==> src/rtl/alu_pipe.sv <==
`default_nettype none
// ============================================================================
// Module  : alu_pipe
// Brief   : Two-stage pipelined N-bit ALU with valid/ready flow control,
//           registered flags, sticky overflow and completed-op counter.
// Revision: 1.0
// ============================================================================
module alu_pipe #(
    parameter int N  = 16,
    parameter int CW = 8
) (
    input  logic          clk,
    input  logic          rst_n,
    input  logic          in_valid,
    output logic          in_ready,
    input  logic [N-1:0]  A,
    input  logic [N-1:0]  B,
    input  logic          Cin,
    input  logic [2:0]    Op,
    input  logic          invA,
    input  logic          invB,
    input  logic          sign,
    output logic          out_valid,
    input  logic          out_ready,
    output logic [N-1:0]  Out,
    output logic          Zero,
    output logic          Ofl,
    output logic          ofl_sticky,
    input  logic          ofl_clr,
    output logic [CW-1:0] op_cnt
);

    localparam int SW = $clog2(N);

    localparam logic [2:0] C_OP_RLL = 3'b000;
    localparam logic [2:0] C_OP_SLL = 3'b001;
    localparam logic [2:0] C_OP_SRA = 3'b010;
    localparam logic [2:0] C_OP_SRL = 3'b011;
    localparam logic [2:0] C_OP_ADD = 3'b100;
    localparam logic [2:0] C_OP_OR  = 3'b101;
    localparam logic [2:0] C_OP_XOR = 3'b110;
    localparam logic [2:0] C_OP_AND = 3'b111;

    // Stage 1 holds the conditioned operands, stage 2 holds the result.
    logic          s1_v_q,   s1_v_d;
    logic [N-1:0]  ai_q,     ai_d;
    logic [N-1:0]  bi_q,     bi_d;
    logic          cin_q,    cin_d;
    logic [2:0]    op_q,     op_d;
    logic          sign_q,   sign_d;
    logic          s2_v_q,   s2_v_d;
    logic [N-1:0]  out_q,    out_d;
    logic          zero_q,   zero_d;
    logic          ofl_q,    ofl_d;
    logic          sticky_q, sticky_d;
    logic [CW-1:0] cnt_q,    cnt_d;

    logic          s2_rdy;
    logic          s1_rdy;
    logic          xfer;

    logic [SW-1:0]  sh;
    logic [2*N-1:0] rot_full;
    logic [N:0]     sum_full;
    logic [N-1:0]   sum_low;
    logic           carry_msb;
    logic [N-1:0]   res;
    logic           res_ofl;

    assign s2_rdy = !s2_v_q || out_ready;
    assign s1_rdy = !s1_v_q || s2_rdy;
    assign xfer   = s2_v_q && out_ready;

    assign in_ready   = s1_rdy;
    assign out_valid  = s2_v_q;
    assign Out        = out_q;
    assign Zero       = zero_q;
    assign Ofl        = ofl_q;
    assign ofl_sticky = sticky_q;
    assign op_cnt     = cnt_q;

    always_comb begin
        sh        = bi_q[SW-1:0];
        rot_full  = {ai_q, ai_q} << sh;
        sum_full  = {1'b0, ai_q} + {1'b0, bi_q} + {{N{1'b0}}, cin_q};
        // Sum of the low N-1 bits exposes the carry into the MSB in its top bit.
        sum_low   = {1'b0, ai_q[N-2:0]} + {1'b0, bi_q[N-2:0]} + {{(N-1){1'b0}}, cin_q};
        carry_msb = sum_low[N-1];
        res       = '0;
        res_ofl   = 1'b0;
        case (op_q)
            C_OP_RLL: res = rot_full[2*N-1:N];
            C_OP_SLL: res = ai_q << sh;
            C_OP_SRA: res = $unsigned($signed(ai_q) >>> sh);
            C_OP_SRL: res = ai_q >> sh;
            C_OP_ADD: begin
                res     = sum_full[N-1:0];
                res_ofl = sign_q ? (carry_msb ^ sum_full[N]) : sum_full[N];
            end
            C_OP_OR:  res = ai_q | bi_q;
            C_OP_XOR: res = ai_q ^ bi_q;
            C_OP_AND: res = ai_q & bi_q;
            default:  res = '0;
        endcase
    end

    always_comb begin
        s1_v_d   = s1_v_q;
        ai_d     = ai_q;
        bi_d     = bi_q;
        cin_d    = cin_q;
        op_d     = op_q;
        sign_d   = sign_q;
        s2_v_d   = s2_v_q;
        out_d    = out_q;
        zero_d   = zero_q;
        ofl_d    = ofl_q;
        sticky_d = sticky_q;
        cnt_d    = cnt_q;

        if (s1_rdy) begin
            s1_v_d = in_valid;
            if (in_valid) begin
                ai_d   = invA ? ~A : A;
                bi_d   = invB ? ~B : B;
                cin_d  = Cin;
                op_d   = Op;
                sign_d = sign;
            end
        end

        if (s2_rdy) begin
            s2_v_d = s1_v_q;
            if (s1_v_q) begin
                out_d  = res;
                zero_d = (res == '0);
                ofl_d  = res_ofl;
            end
        end

        if (xfer && ofl_q) begin
            sticky_d = 1'b1;
        end else if (ofl_clr) begin
            sticky_d = 1'b0;
        end

        if (xfer) begin
            cnt_d = cnt_q + 1'b1;
        end
    end

    always_ff @(posedge clk or negedge rst_n) begin
        if (!rst_n) begin
            s1_v_q   <= 1'b0;
            ai_q     <= '0;
            bi_q     <= '0;
            cin_q    <= 1'b0;
            op_q     <= '0;
            sign_q   <= 1'b0;
            s2_v_q   <= 1'b0;
            out_q    <= '0;
            zero_q   <= 1'b0;
            ofl_q    <= 1'b0;
            sticky_q <= 1'b0;
            cnt_q    <= '0;
        end else begin
            s1_v_q   <= s1_v_d;
            ai_q     <= ai_d;
            bi_q     <= bi_d;
            cin_q    <= cin_d;
            op_q     <= op_d;
            sign_q   <= sign_d;
            s2_v_q   <= s2_v_d;
            out_q    <= out_d;
            zero_q   <= zero_d;
            ofl_q    <= ofl_d;
            sticky_q <= sticky_d;
            cnt_q    <= cnt_d;
        end
    end

endmodule
`default_nettype wire
==> config.mk <==
export PLATFORM = sky130hd
export DESIGN_NAME = alu_pipe
export DESIGN_NICKNAME = d
export VERILOG_FILES = /design/src/rtl/alu_pipe.sv
export SDC_FILE = /design/constraint.sdc
export NUM_CORES = 1
export LEC_CHECK = 0
export BUFFER_PORTS_ARGS = -buffer_cell sky130_fd_sc_hd__buf_2
export CAP_MARGIN = 30
export CORE_MARGIN = 2
export CORE_UTILIZATION = 55
export CTS_CLUSTER_DIAMETER = 100
export DETAILED_ROUTE_END_ITERATION = 16
export PLACE_DENSITY = 0.75
export SYNTH_ARGS = -nofsm -noshare
export SYNTH_HDL_FRONTEND = slang
export SYNTH_SLANG_ARGS = --single-unit
==> constraint.sdc <==
create_clock -name clk -period 3.66 [get_ports clk]
set_input_delay 0.915 -clock clk [delete_from_list [all_inputs] [get_ports clk]]
set_output_delay 0.915 -clock clk [all_outputs]
set_load 0.03 [all_outputs]
After elaboration in Yosys (flattened, before gate mapping) --
Cells that the tools add are included.
Cells by class: add/sub/neg operators 5, multiply operators 0, div/mod/pow operators 0, magnitude comparators 0, equal/unequal tests 7, shift-type cells 4, muxes and demuxes 7, bitwise logic cells 6, reductions and logical operators 11
Operator list (count):
- $pmux W16 S8 | 1
- $mux W16 | 2
- $not A16 Y16 | 2
- $shl A32 B4 Y32 | 1
- $add A16 B16 Y17 | 1
- $add A17 B1 Y17 | 1
- $add A15 B15 Y16 | 1
- $add A16 B1 Y16 | 1
- $and A16 B16 Y16 | 1
- $logic_not A16 Y1 | 1
- $or A16 B16 Y16 | 1
- $shl A16 B4 Y16 | 1
- $shr A16 B4 Y16 | 1
- $sshr A16 B4 Y16 | 1
- $xor A16 B16 Y16 | 1
- $eq A3 B3 Y1 const B | 4
- $add A8 B1 Y8 const B | 1
- $eq A3 B2 Y1 const B | 2
- $mux W1 | 4
- $reduce_and A2 Y1 | 2
- $eq A3 B1 Y1 const B | 1
- $logic_not A3 Y1 | 1
- $logic_and A1 B1 Y1 | 2
- $logic_not A1 Y1 | 2
- 3 further kinds | 4
Word-level totals: register bits 66, bits in latches 0, memory bits (writable) 0, ROM bits 0, input port bits 44, word-level logic and storage cells 52, memories 0

Depth between registers and ports, before layout --
Gate-level depths: netlist (run 1).
depth in word-level cells 5, depth in mapped cells 13

Worst setup path before layout (run 1) --
OpenSTA, ideal clock, no wires.
path kind reg-to-reg, start register bi_q[2], end register zero_q, in the netlist Zero, data arrival time 2951 ps, slack 584 ps, stages on the path, launching flop included 14, path buffers 3, cells stage by stage dfrtp_1 -> buf_2 -> buf_4 -> clkinv_1 -> clkbuf_1 -> ha_1 -> a21oi_1 -> o2111ai_1 -> a21boi_0 -> o211a_1 -> nor2_1 -> and4_1 -> o31ai_1 -> o31ai_2
On the way: cells in the longest elaborated chain, start to end 4
Ends and longest elaborated chain:
- from (decl) | line 47 | logic [N-1:0] bi_q, bi_d;
- from (signal assigned) | line 169 | bi_q <= bi_d;
- $add A16 B16 Y17 | line 85 | sum_full = {1'b0, ai_q} + {1'b0, bi_q} + {{N{1'b0}}, cin_q};
- $add A17 B1 Y17 | line 85
- $pmux W16 S8 * | line 91 | case (op_q)
- $logic_not A16 Y1 * | line 136 | zero_d = (res == '0);
- to (signal assigned) | line 175 | zero_q <= zero_d;
- to (decl) | line 53 | logic zero_q, zero_d;
Mark *: on every way between the ends. The rest lies on a longest branch, timed or not. A chain may end at the register's enable or synchronous reset.

Worst setup path after layout (run 1) --
start register ai_q[0], end register zero_q, in the netlist Zero
On the way: cells in the longest elaborated chain, start to end 4
Ends and longest elaborated chain:
- from (decl) | line 46 | logic [N-1:0] ai_q, ai_d;
- from (signal assigned) | line 168 | ai_q <= ai_d;
- $add A16 B16 Y17 | line 85
- $add A17 B1 Y17 | line 85
- $pmux W16 S8 * | line 91
- $logic_not A16 Y1 * | line 136
Marks and branches as above.

==> results.md, run 1 <==
* Run status: complete, no violations
* Hold_ws at 0.467 ns
* Row count at 40
* Non-filler instance count after layout at 976
* CTS tree: done
* Via count at ~6400
* Clock Power Share at 21.2%
* Required time of the critical path at 3.91 ns
* Final design utilization at 63.1%
* Final ANT Viol Nets at 0
* Top post-synthesis cells by area: dfrtp_1 24%, mux4_2 8.2%, ha_1 6.2%
* Synth top area share at between 20% and 30%
* Power Dens Cells at roughly 610 nW/um2
* Period minus WS final at about 3.3 ns
* Worst slew pin tran at ~1.1 ns
* Fmax at roughly 300 MHz
* Initial Utilization at 56.8%
* Clock slew at reported path FFs at 0.06 ns
* Total wire length at 21600 um
* CTS buffer count at 9
* Nature of the critical path endpoint: flop
* Nets@finish at ~900
* Leakage at between 3 and 4 nW
* Yosys top cell by area: dfrtp_1
* Maxcap violations at 0
* WP data arrival at 3.58 ns
* Pint at about 2.5 mW
* Avg Inst Size Synth at 9.09 um2
* Hold Buf Count CTS at 0
* First-pass iteration count of the detailed router at 6
* Slew Viols, Final at 0
* Combinational power share at 54.1%
* Maximum buffer depth of the clock tree at 2
* RSZ-0062 raised after global routing: no
* Crit path buf inv count at 0
* DIE WIDTH at 116 um
* Vert. Die Dim at 116 um
* DRC violations left at 0
* # clock sinks at 66
* Vias in the first global route at 5962
* Area Growth Syn to Fin at 11.2%
* CP most frequent cell: fa_1
* Routability cong. at 0.996
* Netlist Area Pre-Place at ~6800 um2
* Total grt overflow at 0
* Setup TNS at 0 ns
* Peak VDD IR at 0.475 mV
* Post-synthesis sequential area ratio at 24.1%
* Share of cells above drive strength 1 at approximately 23%
* Detail Placement HPWL at ~16000 um
* Main synth FF type: dfrtp_1
* PostCTS Resize Cnt at 0
* DR iter-0 viols at 704
* Post-synth EDFFs at 0
* Post CTS Setup Buffer Count at 0
* H-tree levels at 3
* Die ar. at 13400 um2
* First-pass GRT wire length at around 34000 um
* Max incr delay on CP at 0.50 ns
* Crit Path Class: flop to flop
* Clk_lat worst skew at about 0.36 ns
* Fin crit share at around nine tenths
* Psw at between 2 and 2.5 mW
* Initial antenna violation count at 0
* Synth cell types at 80
* Setup crit start kind: flop
* Pin count of the biggest net entering global routing at 40
* Synthesized Nets at 833
* Finish-stage setup viols at 0
* Synth warn at 0
* Max FO, Critical Path at 3
* I/O pins at 73
* Ant diodes at 0
* Clk root buf: clkbuf_16
* Seq cells post-synth at 66
* Worst-case clock skew at 0.0146 ns
* Switching power share of the total at 45.8%
* Synth async-reset ratio at 100%
* CP max stage cell: o311ai_0
* Cell Chain, Critical Path: fa_1 -> fa_1 -> nor2b_1 -> o311ai_0 -> o32ai_1 -> nor3_2 -> o21ai_1 -> nor4_2 -> nand4_1 -> o31ai_2
* PortBufs at 72
* Core area at 12100 um2
* Drt wl/cell at approximately 22 um
* Normalized max-slew margin at between 20 and 30%
* Vias/cell at roughly 6.5
* Mapped Cells at 753
* Post-placement cell count at 960
* Hold crit path type: flop to flop
* GR Util All Layers at 33.7%
* CP delay by family, top: compound AO/OA/AOI/OAI gates
* Seq pwr share at 24.7%
* Hold violation count in the final report at 0
-- path summary, 6_finish.rpt --
check                               start        end  slack [ns]  cells past startpoint
worst max-delay path              ai_q[0]       Zero        0.33                     10
worst min-delay path            op_cnt[7]  op_cnt[7]        0.47                      1
worst max register to register    ai_q[0]       Zero        0.33                     10
worst min register to register  op_cnt[7]  op_cnt[7]        0.47                      1
max in group asynchronous           rst_n        Ofl        2.42                      3
min in group asynchronous           rst_n    bi_q[2]        0.49                      1
-- state kept, by name, summed over array words and instances (netlist names), 3 cells and up --
register  flops
ai_q         16
bi_q         16
op_q          3
Out          16
op_cnt        8
-- power groups by stage --
| stage | Sequential, mW | Clock [mW] | Combinational (mW) |
|---|---|---|---|
| floorplan | 1.28 | 0 | 1.64 |
| global placement | 1.14 | 0 | 2.45 |
| detailed placement | 1.16 | 0 | 2.46 |
| CTS | 1.14 | 0.997 | 2.47 |
| global route | 1.18 | 1.03 | 2.71 |
| finish | 1.15 | 0.987 | 2.51 |
-- area by class of cell --
cell class / instances / area (um2)
Sequential cell: 66 / 1650
Fill cell: 1009 / 4450
Timing Repair Buffer: 106 / 628
Clock buffer: 9 / 225
Clock inverter: 7 / 101
Multi-Input combinational cell: 579 / 4640
Tap cell: 168 / 210
Inverter: 41 / 154
-- per-stage QoR --
step	instance area [um2]	total power, mW	setup WS, ns
5_1_grt	7610	4.92	0.0804
3_5_place_dp	7290	3.62	0.383
3_3_place_gp	7270	3.60	0.378
2_1_floorplan	6850	2.92	0.584
4_1_cts	7610	4.61	0.359
6_report	7610	4.65	0.330
-- layer usage --
metal | global-route usage (%) | vias to the layer above | share of wire (%)
li1 | - | 2888 | -
met1 | 46.0 | 3027 | 41
met2 | 52.7 | 382 | 45
met3 | 7.95 | 55 | 10
met4 | 12.3 | 0 | 3.0
met5 | 0 | - | 0
-- cell usage in the layout (no fill, tap or decap), types with 11 or more instances in the layout --
master    netlist  routed
o22ai_1        11      11
a21oi_1        61      61
nor2_1         69      69
dfrtp_1        66      65
mux2i_1        22      22
nand3_1        18      18
buf_2           7      72
o211ai_1       12      12
nand2_1        56      55
inv_1          39      39
xor2_1         37      37
mux4_2         25      25
buf_4           5      33
ha_1           34      34
mux4_1         14      14
nand2b_1       11      11
mux2_2         22      22
o21ai_0        26      26
-- synth_stat cells (7+ instances only) --
library cell / n
mux4_1: 14
inv_1: 39
nand2b_1: 11
a211oi_1: 9
o21ai_0: 26
buf_6: 8
ha_1: 34
xor2_1: 37
mux2i_1: 22
nand2_1: 56
o211ai_1: 12
mux2_2: 22
dfrtp_1: 66
mux4_2: 25
nor2_1: 69
nor2b_1: 8
o22ai_1: 11
a21oi_1: 61
nand3_1: 18
clkbuf_1: 35
a31oi_1: 7
o31ai_1: 10
buf_2: 7
nor3_1: 10
-- kinds of logic (layout without fill, tap and decap cells) --
logic type	after synthesis	after routing	share of synthesized area [%]
buffers and inverters	108	163	8.15
adders and majority gates	36	36	6.80
DFF	66	66	24.1
muxes	84	84	20.6
and+or+nand+nor	220	220	15.7
xor gates and xnor gates	42	42	5.37
AOI/OAI and AO/OA	197	197	19.2
No activity file was read; power rests on OpenSTA's default activity.
==> run 2: changes to the inputs <==
- CORE_ASPECT_RATIO: not set -> 1.4
==> run 2 against run 1 <==
Effect of this change: total power fell by 1.8%; critical path depth did not move; combinational power rose by 2%; cell count fell by 2.3%; critical endpoint unchanged; largest cell class unchanged; highest routed layer unchanged.
==> results.md, run 2 (synthesis gave the netlist of run 1 again) <==
* Leakage at 3.35 nW (-0.89%)
* Share of cells above drive strength 1 at 22.3% (-0.38 points)
* Post CTS Setup Buffer Count at 0 (unchanged)
* CTS buffer count at 9 (unchanged)
* Slew Viols, Final at 0 (unchanged)
* GR Util All Layers at 32.6% (-1.2 points)
* Hold violation count in the final report at 0 (unchanged)
* Vert. Die Dim at 136 um (+18%)
* Normalized max-slew margin at 41.5% (+12 points)
* H-tree levels at 3 (unchanged)
* Hold Buf Count CTS at 0 (unchanged)
* Routability cong. at 0.987 (-0.89%)
* Hold crit path type: flop to flop
* CP max stage cell: fa_1
* Initial Utilization at 55.9% (-0.88 points)
* Vias in the first global route at 6087 (+2.1%)
* Total grt overflow at 0 (unchanged)
* Final non-filler cell area at 7550 um2 (-0.85%)
* Area Growth Syn to Fin at 10.2%
* Detail Placement HPWL at 16400 um (+1.5%)
* DR iter-0 viols at 694 (-1.4%)
* Clock slew at reported path FFs at 0.06 ns (about the same)
* Initial antenna violation count at 0 (unchanged)
* Setup TNS at 0 ns (unchanged)
* Finish-stage setup viols at 0 (unchanged)
* Via count at 6396 (+0.69%)
* DRC violations left at 0 (unchanged)
* Final ANT Viol Nets at 0 (unchanged)
* Fin crit share at 93.1% (+2.1 points)
* I/O pins at 73 (unchanged)
* PostCTS Resize Cnt at 0 (unchanged)
* Pin count of the biggest net entering global routing at 67 (+68%)
* Required time of the critical path at 3.89 ns (-0.02 ns)
* Peak VDD IR at 0.295 mV (-38%)
* Crit Path Class: flop to flop
* Die ar. at 13400 um2 (about the same)
* Maximum buffer depth of the clock tree at 2 (unchanged)
* Setup crit start kind: flop
* Run status: complete, no violations
* Crit path buf inv count at 0 (unchanged)
* Clk_lat worst skew at 0.35 ns (about the same)
* Drt wl/cell at 22.8 um (+2.6%)
* DIE WIDTH at 98.3 um (-15%)
* Final design utilization at 61.6% (-1.5 points)
* Dpl cell area at 7250 um2 (-0.55%)
* Max incr delay on CP at 0.48 ns (-0.02 ns)
* Total wire length at 21700 um (+0.32%)
* Row count at 48 (+20%)
* RSZ-0062 raised after global routing: no
* First-pass GRT wire length at 33500 um (-1.0%)
* First-pass iteration count of the detailed router at 5 (-1)
* # clock sinks at 66 (unchanged)
* Most frequent cells in the layout: 72 x buf_2, 69 x nor2_1, 65 x dfrtp_1
* CP delay by family, top: compound AO/OA/AOI/OAI gates
* Fmax at 293 MHz (-2.3%)
* CP most frequent cell: fa_1
* Worst slew pin tran at 0.871 ns (-0.182 ns)
* Cell Chain, Critical Path: fa_1 -> fa_1 -> a21oi_1 -> o2111ai_1 -> a21boi_0 -> o211a_1 -> nor2_1 -> and4_1 -> o31ai_1 -> o31ai_2
* Worst-case clock skew at 0.00807 ns (-0.00652 ns)
* Core area at 12300 um2 (+1.6%)
* # fillers at 1085 (+7.5%)
* PortBufs at 72 (unchanged)
* Nets@finish at 879 (-0.45%)
* Ant diodes at 0 (unchanged)
* Clk root buf: clkbuf_16
* Maxcap violations at 0 (unchanged)
* CTS tree: done
* Vias/cell at 6.70 (+3.0%)
* Nature of the critical path endpoint: flop
* WP data arrival at 3.64 ns (+0.06 ns)
* Period minus WS final at 3.41 ns (+0.0779 ns)
* Max FO, Critical Path at 5 (+2)
* Power Dens Cells at 605 nW/um2 (-1.0%)
* Commonest non-fill, non-tap cell in the layout: buf_2
==> run 2: cell count changes in the layout (fill, tap and decap cells not counted), sizes merged <==
cell / before / now
bufinv: 2 / 1
buf: 106 / 102
clkinvlp: 1 / 2
==> run 2: worst reg2reg max path: cells and delay by family, from the launching register on <==
kind	cells	cell delay (ns)
AND/OR/NAND/NOR	2	0.28
adder cells (fa/ha/maj)	2	0.92
AO/OA/AOI/OAI	6	1.68
flip-flops	1	0.40
==> run 2: metal layers <==
layer | GRT usage, % | wire, um
met5 | 0 | 0
met3 | 5.40 | 1700
met1 | 39.7 | 8220
met4 | 17.0 | 1070
met2 | 55.4 | 10700
==> run 2: metrics by stage <==
stage | worst slack, ns | std cells | hold slack [ns] | power (mW)
finish | 0.252 | 954 | 0.461 | 4.56
global route | 0.154 | 954 | 0.493 | 4.81
CTS | 0.313 | 954 | 0.469 | 4.53
detailed placement | 0.333 | 938 | 0.457 | 3.64
global placement | 0.378 | 938 | 0.453 | 3.60
floorplan | 0.584 | 753 | 0.457 | 2.92
==> run 2: worst paths after layout <==
kind	from	end	slack, ns	depth (start not counted)
min in group asynchronous	rst_n	Out[4]	0.77	2
worst min-delay path	op_cnt[7]	op_cnt[7]	0.46	1
max in group asynchronous	rst_n	bi_q[1]	2.30	2
worst max-delay path	ai_q[0]	Zero	0.25	10
worst min register to register	op_cnt[7]	op_cnt[7]	0.46	1
worst max register to register	ai_q[0]	Zero	0.25	10
==> run 2: layout make-up <==
cell class / count / area (um2) / area share (%)
tap: 150 / 188 / 2.49
timing repair buffer: 102 / 611 / 8.09
sequential: 66 / 1650 / 21.9
inverter: 41 / 154 / 2.04
clock inverter: 7 / 76.3 / 1.01
clock buffer: 9 / 225 / 2.98
multi-input combinational: 579 / 4640 / 61.5
==> run 2: power by group <==
part | switching, mW | internal, mW
Clock | 0.350 | 0.531
Sequential | 0.219 | 0.911
Combinational | 1.55 | 1.01
Total | 2.12 | 2.45
